<file path="src/rtl/spart_rx.sv">
// SPART receiver: 8N1 deserializer sampling mid-bit from an oversampled baud enable.
// Optional framing-error flag output `ferr` is built when SPART_RX_FERR_EN is defined.
//
// state   | meaning
// S_IDLE  | line idle, waiting for a falling edge on the synchronized input
// S_START | timing to mid start bit to confirm a real start (reject glitches)
// S_DATA  | sampling 8 data bits LSB first, one per OVERSAMPLE ticks
// S_STOP  | sampling the stop bit; good frames update rx_data and rda

module spart_rx #(
   parameter int OVERSAMPLE = 16
) (
   input  logic       clk,
   input  logic       rst_n,
   input  logic       sample_en,
   input  logic       rxd,
   input  logic       clr_rda,
   output logic [7:0] rx_data,
   output logic       rda
`ifdef SPART_RX_FERR_EN
   ,
   output logic       ferr
`endif
);

   localparam int CW = (OVERSAMPLE > 1) ? $clog2(OVERSAMPLE) : 1;
   localparam logic [CW-1:0] MID_CNT  = CW'(OVERSAMPLE / 2 - 1);
   localparam logic [CW-1:0] LAST_CNT = CW'(OVERSAMPLE - 1);

   typedef enum logic [1:0] {
      S_IDLE  = 2'd0,
      S_START = 2'd1,
      S_DATA  = 2'd2,
      S_STOP  = 2'd3
   } state_t;

   state_t          r_state;
   state_t          w_state_nxt;

   logic            r_rxd_meta;
   logic            r_rxd_s;
   logic            r_rxd_prev;
   logic [CW-1:0]   r_smp_cnt;
   logic [2:0]      r_bit_cnt;
   logic [7:0]      r_shift;
   logic [7:0]      r_rx_data;
   logic            r_rda;

   logic            w_fall;
   logic            w_cnt_clr;
   logic            w_cnt_inc;
   logic            w_bit_clr;
   logic            w_bit_inc;
   logic            w_shift_en;
   logic            w_stop_smp;
   logic            w_good;

   assign w_fall = r_rxd_prev & ~r_rxd_s;

   // Two-flop synchronizer plus a history flop for falling-edge detection.
   always_ff @(posedge clk or negedge rst_n) begin
      if (!rst_n) begin
         r_rxd_meta <= 1'b1;
         r_rxd_s    <= 1'b1;
         r_rxd_prev <= 1'b1;
      end else begin
         r_rxd_meta <= rxd;
         r_rxd_s    <= r_rxd_meta;
         r_rxd_prev <= r_rxd_s;
      end
   end

   always_ff @(posedge clk or negedge rst_n) begin
      if (!rst_n) begin
         r_state <= S_IDLE;
      end else begin
         r_state <= w_state_nxt;
      end
   end

   always_comb begin
      w_state_nxt = r_state;
      w_cnt_clr   = 1'b0;
      w_cnt_inc   = 1'b0;
      w_bit_clr   = 1'b0;
      w_bit_inc   = 1'b0;
      w_shift_en  = 1'b0;
      w_stop_smp  = 1'b0;
      case (r_state)
         S_IDLE: begin
            if (w_fall) begin
               w_state_nxt = S_START;
               w_cnt_clr   = 1'b1;
            end
         end
         S_START: begin
            if (sample_en) begin
               if (r_smp_cnt == MID_CNT) begin
                  w_cnt_clr = 1'b1;
                  if (!r_rxd_s) begin
                     w_state_nxt = S_DATA;
                     w_bit_clr   = 1'b1;
                  end else begin
                     w_state_nxt = S_IDLE;
                  end
               end else begin
                  w_cnt_inc = 1'b1;
               end
            end
         end
         S_DATA: begin
            if (sample_en) begin
               if (r_smp_cnt == LAST_CNT) begin
                  w_cnt_clr  = 1'b1;
                  w_shift_en = 1'b1;
                  if (r_bit_cnt == 3'd7) begin
                     w_state_nxt = S_STOP;
                  end else begin
                     w_bit_inc = 1'b1;
                  end
               end else begin
                  w_cnt_inc = 1'b1;
               end
            end
         end
         S_STOP: begin
            if (sample_en) begin
               if (r_smp_cnt == LAST_CNT) begin
                  w_cnt_clr   = 1'b1;
                  w_stop_smp  = 1'b1;
                  w_state_nxt = S_IDLE;
               end else begin
                  w_cnt_inc = 1'b1;
               end
            end
         end
         default: begin
            w_state_nxt = S_IDLE;
            w_cnt_clr   = 1'b1;
         end
      endcase
   end

   assign w_good = w_stop_smp & r_rxd_s;

   always_ff @(posedge clk or negedge rst_n) begin
      if (!rst_n) begin
         r_smp_cnt <= '0;
         r_bit_cnt <= 3'd0;
         r_shift   <= 8'h00;
      end else begin
         if (w_cnt_clr) begin
            r_smp_cnt <= '0;
         end else if (w_cnt_inc) begin
            r_smp_cnt <= r_smp_cnt + CW'(1);
         end
         if (w_bit_clr) begin
            r_bit_cnt <= 3'd0;
         end else if (w_bit_inc) begin
            r_bit_cnt <= r_bit_cnt + 3'd1;
         end
         if (w_shift_en) begin
            r_shift <= {r_rxd_s, r_shift[7:1]};
         end
      end
   end

   // A set on the same edge as clr_rda wins, so a fresh byte is never lost.
   always_ff @(posedge clk or negedge rst_n) begin
      if (!rst_n) begin
         r_rx_data <= 8'h00;
         r_rda     <= 1'b0;
      end else begin
         if (w_good) begin
            r_rx_data <= r_shift;
            r_rda     <= 1'b1;
         end else if (clr_rda) begin
            r_rda <= 1'b0;
         end
      end
   end

   assign rx_data = r_rx_data;
   assign rda     = r_rda;

`ifdef SPART_RX_FERR_EN
   logic r_ferr;

   always_ff @(posedge clk or negedge rst_n) begin
      if (!rst_n) begin
         r_ferr <= 1'b0;
      end else begin
         if (w_stop_smp && !r_rxd_s) begin
            r_ferr <= 1'b1;
         end else if (clr_rda) begin
            r_ferr <= 1'b0;
         end
      end
   end

   assign ferr = r_ferr;
`endif

endmodule

</file>
<file path="config.mk">
export PLATFORM = sky130hd
export DESIGN_NAME = spart_rx
export DESIGN_NICKNAME = d
export VERILOG_FILES = /design/src/rtl/spart_rx.sv
export SDC_FILE = /design/constraint.sdc
export NUM_CORES = 1
export LEC_CHECK = 0
export CAP_MARGIN = 20
export CORE_UTILIZATION = 57
export CTS_BUF_LIST = sky130_fd_sc_hd__clkbuf_8
export DETAILED_ROUTE_END_ITERATION = 8
export PLACE_DENSITY = 0.8
export SYNTH_ARGS = -nofsm -noshare
export SYNTH_HDL_FRONTEND = slang
export SYNTH_SLANG_ARGS = --single-unit
</file>
<file path="constraint.sdc">
create_clock -name clk -period 1.9 [get_ports clk]
set_input_delay 0.285 -clock clk [delete_from_list [all_inputs] [get_ports clk]]
set_output_delay 0.285 -clock clk [all_outputs]
set_load 0.05 [all_outputs]
</file>
==> flow_summary.ini, run 1 <==
[outcome]
status = completed

[route]
wl_met1_um = 1030
met3RoutedLength_um = 65
routed.top_layer = met4
firstDrtPassIters = 4
ant_nets = 0
wl_um = 2250
num_vias = 811
drt_iter0_drc = 8
viasPerCell = 5.67
drc_errors = 0
wl_met2_um = 1130
drt-wirelength-per-cell_um = 15.7

[logic_synthesis]
synth_top_flop_cell = dfrtp_1
syn_nets = 101
synth_area_um2 = 1270
ys_warn_count = 0
synth_edf_count = 0
synth_cell_types = 29
synth_cells = 93
seq_area_frac_synth = 0.573
synth_seq_cells = 29
synthArstFlopShare = 1.00
avgSynthCellArea_um2 = 13.7

[worst_setup_path]
end_kind = flip-flop
critPathArrivalTime_ps = 1870
critPathRequiredTime_ps = 2050
crit_path_start_kind = flip-flop
crit_fanout = 8
crit_type = reg2reg

[clock_tree]
htreeDepth = 2
clock_path_buffers = 2
root_buffer = clkbuf_8
cts.reportedPaths.clkPinSlew_ps = 60
numCtsBuffers = 5
clock-sinks = 29
insertion_delay_ps = 270
cts_tree = built

[layout]
fin_nets = 123
fill_cells = 138
final_common_cell = dfrtp_1
drive_gt1_frac = 0.336
final_cell_mix = 26 x dfrtp_1, 17 x mux2_2, 13 x clkdlybuf4s50_1
num_antenna_cells = 0
area_growth_pct = 23.6
stdcell_count = 143

[floorplan]
start_util = 0.629
fp.dieH_um = 49.3
core-area_um2 = 2020
rows = 16
dieArea_um2 = 2430
die_w_um = 49.3
ioPinCount = 14

[sta]
slew_headroom = 0.660
rsz0062_at_grt = no
fin_crit_ps = 1730
setup_tns_ps = 0
whs_ps = 358
maxSlewViolCount = 0
tightest_slew_ps = 508
fin_skew_ps = 7.46
hold_violations = 0
finalCritPeriodShare = 0.908
final-setup-viol-count = 0
fmax_mhz = 580

[power]
p_sw_uw = 488
switching_share = 0.296
pwr-share-seq = 0.487
combPwrFrac = 0.181
peakVddDrop_v = 0.000799
power.internal_uw = 1160
pwr_density_cell_nw_per_um2 = 1050
power.share.clock = 0.331
finalPower_uw = 1650
power.leakage_uw = 0.000724

[global_route]
grt_first_pass_wirelength_um = 3970
grt_pass1_vias = 855
overflow = 0
track_usage = 0.227
grt_max_degree = 30
antenna_found_initial = 0

[place]
gp_congestion = 0.906
dpl.cell_count = 134
hpwl_um = 1540
port_buffers = 13

[job]
cap_violations = 0

[worst_hold_path]
hp-class = reg2reg
## logic make-up (layout without fill, tap and decap cells)
| logic type | count (synthesis) | count (layout) | share of synthesized area |
|---|---|---|---|
| xor+xnor | 3 | 3 | 0.0207 |
| buf+inv | 5 | 28 | 0.0177 |
| fa+ha+maj | 3 | 3 | 0.0295 |
| compound gates | 10 | 10 | 0.0511 |
| flops | 29 | 29 | 0.573 |
| mux | 20 | 20 | 0.174 |
| simple gates | 23 | 23 | 0.134 |
## cell type report
type	count	area, um^2	share of cell area
Sequential cell	29	729	0.464
Multi-Input combinational cell	59	520	0.331
Timing Repair Buffer	18	180	0.115
Clock buffer	7	96.3	0.0613
Tap cell	27	33.8	0.0215
Inverter	2	7.51	0.00477
Clock inverter	1	5.00	0.00318
## state kept, by name (all words and copies together), names as in the netlist, named ones only
name	flops
r_bit_cnt	3
r_rxd_meta	1
r_rxd_prev	1
r_rxd_s	1
r_shift	8
r_smp_cnt	4
r_state	1
rda	1
rx_data	8
## power groups by stage
stage	combinational, uW	clock [uW]	sequential [uW]
2_1_floorplan	274	0	742
3_3_place_gp	274	0	804
3_5_place_dp	293	0	812
4_1_cts	299	568	804
5_1_grt	341	597	817
6_report	299	547	805
## worst max-delay path: stages, from the launching register on
cell     delay, ps
dfrtp_1        380
ha_1           310
nand4_4        190
nor3b_4        250
buf_12         150
mux2_2         330
## routing by layer
| metal | up-vias | GRT usage |
|---|---|---|
| met1 | 417 | 0.295 |
| met3 | 2 | 0.0748 |
| met5 | - | 0 |
| met2 | 15 | 0.349 |
| li1 | 377 | - |
| met4 | 0 | 0.0931 |
## cells in the mapped netlist (2+ instances only)
cell,n,area share
dfstp_2,3,0.062
o22ai_1,2,0.0098
buf_2,3,0.012
ha_1,3,0.030
nor2_1,6,0.018
nand2_1,3,0.0088
dfrtp_1,26,0.51
inv_1,2,0.0059
nand3_1,3,0.012
mux2i_1,3,0.024
nand3b_1,2,0.012
mux2_2,17,0.15
xnor2_1,2,0.014
o21ai_0,3,0.012
## path summary, 6_finish.rpt
kind / cells after the start / from / slack (ps) / end
worst max-delay path: 5 / r_smp_cnt[0] / 170 / r_shift[4]
worst min-delay path: 0 / r_rxd_meta / 360 / r_rxd_s
worst max register to register: 5 / r_smp_cnt[0] / 170 / r_shift[4]
worst min register to register: 0 / r_rxd_meta / 360 / r_rxd_s
max in group asynchronous: 2 / rst_n / 1190 / r_rxd_meta
min in group asynchronous: 2 / rst_n / 400 / r_smp_cnt[2]
## per-stage QoR
step                      area (um^2)  setup WS, ps   util
after global placement           1450          76.5  0.718
after floorplan                  1270           256      -
final                            1570           175  0.778
after CTS                        1550          29.0  0.768
after global routing             1570          80.2  0.778
after detailed placement         1450          48.7  0.718
## what timing repair did
| item | in CTS | in global routing |
|---|---|---|
| hold buffers | 0 | 0 |
| endpoints found under the setup margin | 0 | 8 |
| setup buffers | 0 | 1 |
| gates resized for setup | 0 | 0 |
Power figures use the tool's default switching activity.
==> run 2, diff against run 1 <==
ABC_AREA = 1   (was unset)
CORE_UTILIZATION = 58   (was 57)
==> run 2 against run 1 <==
Net effect: the flow now finishes with violations (design-rule violations); clock-buffer cell count is 2 lower; cell count is 32% higher; worst setup slack better by 1.8 ps; synthesized area is 6.7% higher; maximum frequency is 0.10% higher; sequential power is 5.8% lower; critical endpoint is now rx_data[6]; utilization is 3.6 points lower.
==> flow_summary.ini, run 2 <==
[outcome]
status = complete, but fails checks
violations = design-rule violations

[sta]
maxSlewViolCount = 0
setup_tns_ps = 0
slew_headroom = 0.670
final-setup-viol-count = 0
rsz0062_at_grt = no
fin_crit_ps = 1720
fin_skew_ps = 3.09
tightest_slew_ps = 494
finalCritPeriodShare = 0.907
hold_violations = 0
fmax_mhz = 580

[route]
num_vias = 967
drt_iter0_drc = 11
wl_um = 2230
drt-wirelength-per-cell_um = 11.8
drc_errors = 2
viasPerCell = 5.12
firstDrtPassIters = 6
ant_nets = 0

[logic_synthesis]
synth_cell_types = 22
synthTopCellsByArea = dfrtp_1 48%, o21ai_2 11%, nand2_1 10%, dfstp_2 5.8%, inv_1 5.0%
synth_cells = 141
post-synth-top-count-cell = nand2_1
ys_warn_count = 0
syn_nets = 149
seq_area_frac_synth = 0.537
avgSynthCellArea_um2 = 9.63
synth_area_um2 = 1360
synth_top_flop_cell = dfrtp_1
synth_edf_count = 0
synth_top_cell_area_share = 0.479
synthArstFlopShare = 1.00
synth_top_cell_by_area = dfrtp_1
netlist_top_cells_count = 37 x nand2_1, 26 x dfrtp_1, 18 x inv_1
synth_seq_cells = 29

[clock_tree]
cts_resized = 0
ctsHoldBuffers = 0
htreeDepth = 2
cts_setup_buffers = 0
cts_tree = built
clock-sinks = 29
insertion_delay_ps = 280
numCtsBuffers = 5
cts.reportedPaths.clkPinSlew_ps = 60
root_buffer = clkbuf_8
clock_path_buffers = 2

[layout]
fin_nets = 168
final_cell_mix = 37 x nand2_1, 26 x dfrtp_1, 18 x inv_1
final_common_cell = nand2_1
drive_gt1_frac = 0.230
area_growth_pct = 20.9
num_antenna_cells = 0

[worst_setup_path]
critPathRequiredTime_ps = 1620
path_delay_family = buffers and inverters
crit_type = reg2out
crit_chain = clkdlybuf4s50_1
rrSetupSlack_ps = 330
end_kind = output port
critPathArrivalTime_ps = 1440
crit_fanout = 2
crit_path_start_kind = flip-flop
crit_buf_inv = 1
slowest_stage = clkdlybuf4s50_1
cpPeakStageDelay_ps = 810

[global_route]
track_usage = 0.215
grt_pass1_vias = 970
overflow = 0
grt_max_degree = 30
grt_first_pass_wirelength_um = 4000
antenna_found_initial = 0

[floorplan]
die_w_um = 50.4
dieArea_um2 = 2540
fp.dieH_um = 50.4
core-area_um2 = 2210
ioPinCount = 14
rows = 17
start_util = 0.614

[job]
cap_violations = 0

[power]
pwr_density_cell_nw_per_um2 = 1090
power.leakage_uw = 0.000769
peakVddDrop_v = 0.00105
finalPower_uw = 1790

[place]
gp_congestion = 0.788
port_buffers = 13
hpwl_um = 1590

[worst_hold_path]
hp-class = reg2reg
run 2: logic make-up after synthesis:
| kind of cell | Yosys count | synth area share |
|---|---|---|
| flip-flops | 29 | 0.537 |
| buffers and inverters | 21 | 0.0691 |
| AND/OR/NAND/NOR | 62 | 0.217 |
| AO/OA/AOI/OAI | 24 | 0.136 |
| adder cells (fa/ha/maj) | 3 | 0.0277 |
| XOR/XNOR | 2 | 0.0129 |
run 2: cell type report:
cell class / count / area (um^2)
tap: 28 / 35.0
inverter: 19 / 71.3
sequential: 29 / 729
multi-input combinational: 91 / 534
clock inverter: 3 / 65.1
fill: 173 / 571
clock buffer: 5 / 68.8
timing repair buffer: 14 / 138
run 2: layer usage:
metal | share of wire | GRT usage
met2 | 0.49 | 0.362
met3 | 0.035 | 0.0545
met4 | 0.012 | 0.0972
met1 | 0.46 | 0.259
met5 | 0 | 0
run 2: where the power goes:
group          switching (uW)  internal, uW
Sequential               74.7           683
Clock                     226           520
Combinational             177           111
Total                     477          1310
run 2: per-stage QoR:
step	std cells	util	hold slack, ps	cell area (um^2)	setup slack [ps]
after floorplan	141	-	-10.6	1360	523
after global placement	181	0.682	347	1510	296
after detailed placement	181	0.682	356	1510	243
after CTS	189	0.742	365	1640	161
after global routing	189	0.742	367	1640	120
final	189	0.742	363	1640	176
run 2: final timing paths:
check / start / to / depth (start not counted)
worst max register to register: r_smp_cnt[0] / r_bit_cnt[2] / 7
worst max-delay path: rx_data[6] / rx_data[6] / 1
max in group asynchronous: rst_n / r_rxd_s / 2
worst min-delay path: r_rxd_meta / r_rxd_s / 0
worst min register to register: r_rxd_meta / r_rxd_s / 0
min in group asynchronous: rst_n / r_smp_cnt[3] / 2
==> run 3, diff against run 2 <==
CAP_MARGIN = 30   (was 20)
PLACE_DENSITY = 0.81   (was 0.8)
==> run 3 against run 2 <==
Net effect: the run now ends clean; utilization unchanged; wire length up 2.1%; flip-flop and latch count unchanged; worst hold slack worse by 7.5 ps; critical path depth unchanged; sequential share of layout area unchanged; clock skew up 3.1 ps.
==> flow_summary.ini, run 3 (synthesis gave the netlist of run 2 again) <==
[outcome]
status = completed

[clock_tree]
root_buffer = clkbuf_8
insertion_delay_ps = 270
clock_path_buffers = 2
cts_tree = built
cts_resized = 0
ctsHoldBuffers = 0
cts.reportedPaths.clkPinSlew_ps = 70
htreeDepth = 2
clock-sinks = 29
cts_setup_buffers = 0
numCtsBuffers = 5

[global_route]
overflow = 0
grt_pass1_vias = 994
track_usage = 0.221
antenna_found_initial = 0
grt_max_degree = 30
grt_first_pass_wirelength_um = 4130

[worst_setup_path]
path_delay_family = buffers and inverters
crit_path_start_kind = flip-flop
crit_type = reg2out
crit_buf_inv = 1
cpPeakStageDelay_ps = 810
slowest_stage = clkdlybuf4s50_1
critPathArrivalTime_ps = 1440
critPathRequiredTime_ps = 1620
end_kind = output port
crit_fanout = 2
crit_chain = clkdlybuf4s50_1

[floorplan]
dieArea_um2 = 2540
core-area_um2 = 2210
die_w_um = 50.4
rows = 17
ioPinCount = 14
start_util = 0.614
fp.dieH_um = 50.4

[layout]
ff_latch_area_um2 = 729
fill_cells = 167
fin_nets = 168
area_growth_pct = 20.9
final_cell_mix = 37 x nand2_1, 26 x dfrtp_1, 18 x inv_1
num_antenna_cells = 0
multi_input_area_um2 = 534
drive_gt1_frac = 0.230
final_common_cell = nand2_1

[place]
post-place-ws_ps = 255
hpwl_um = 1560
port_buffers = 13
gp_congestion = 0.791

[sta]
fin_skew_ps = 6.18
fin_crit_ps = 1730
setup_slack_ps = 174
setup_tns_ps = 0
slew_headroom = 0.672
whs_ps = 356
final-setup-viol-count = 0
maxSlewViolCount = 0
fmax_mhz = 580
hold_violations = 0
rsz0062_at_grt = no
finalCritPeriodShare = 0.908
tightest_slew_ps = 491

[power]
pwr_density_cell_nw_per_um2 = 1100
power.leakage_uw = 0.000769
peakVddDrop_v = 0.000870

[route]
ant_nets = 0
firstDrtPassIters = 4
num_vias = 991
drt-wirelength-per-cell_um = 12.1
viasPerCell = 5.24
drc_errors = 0
wl_um = 2280
drt_iter0_drc = 19

[job]
cap_violations = 0

[worst_hold_path]
hp-class = reg2reg
-- run 3: cell counts in the layout (fill, tap and decap cells not counted) --
Identical to the previous run, type by type.
-- run 3: where the power goes --
part	internal, uW	total [uW]	switching, uW
Clock	520	744	223
Sequential	683	756	72.8
Combinational	114	298	184
Total	1320	1800	481
-- run 3: path summary, 6_finish.rpt --
path / start / end / slack (ps) / cells after the start
min in group asynchronous: rst_n / rx_data[2] / 390 / 2
worst min-delay path: r_rxd_meta / r_rxd_s / 360 / 0
worst max-delay path: rx_data[7] / rx_data[7] / 170 / 1
worst min register to register: r_rxd_meta / r_rxd_s / 360 / 0
worst max register to register: r_smp_cnt[0] / rx_data[1] / 360 / 6
max in group asynchronous: rst_n / r_rxd_meta / 1200 / 2
-- run 3: metal layers --
layer / vias up / wire (um) / track usage / part of all wire
li1: 484 / - / - / -
met1: 482 / 1040 / 0.279 / 0.46
met2: 21 / 1130 / 0.356 / 0.50
met3: 4 / 86 / 0.0758 / 0.038
met4: 0 / 19 / 0.0694 / 0.0083
met5: - / 0 / 0 / 0
-- run 3: final cells by class --
| class | instances | share of cell area |
|---|---|---|
| Sequential cell | 29 | 0.444 |
| Multi-Input combinational cell | 91 | 0.325 |
| Timing Repair Buffer | 14 | 0.0838 |
| Inverter | 19 | 0.0434 |
| Clock buffer | 5 | 0.0419 |
| Clock inverter | 3 | 0.0396 |
| Tap cell | 28 | 0.0213 |
-- run 3: stage by stage --
stage | std cells | utilization | cell area [um^2] | total power, uW
6_report | 189 | 0.742 | 1640 | 1800
5_1_grt | 189 | 0.742 | 1640 | 1900
4_1_cts | 189 | 0.742 | 1640 | 1810
3_5_place_dp | 181 | 0.682 | 1510 | 1060
3_3_place_gp | 181 | 0.682 | 1510 | 1040
2_1_floorplan | 141 | - | 1360 | 975
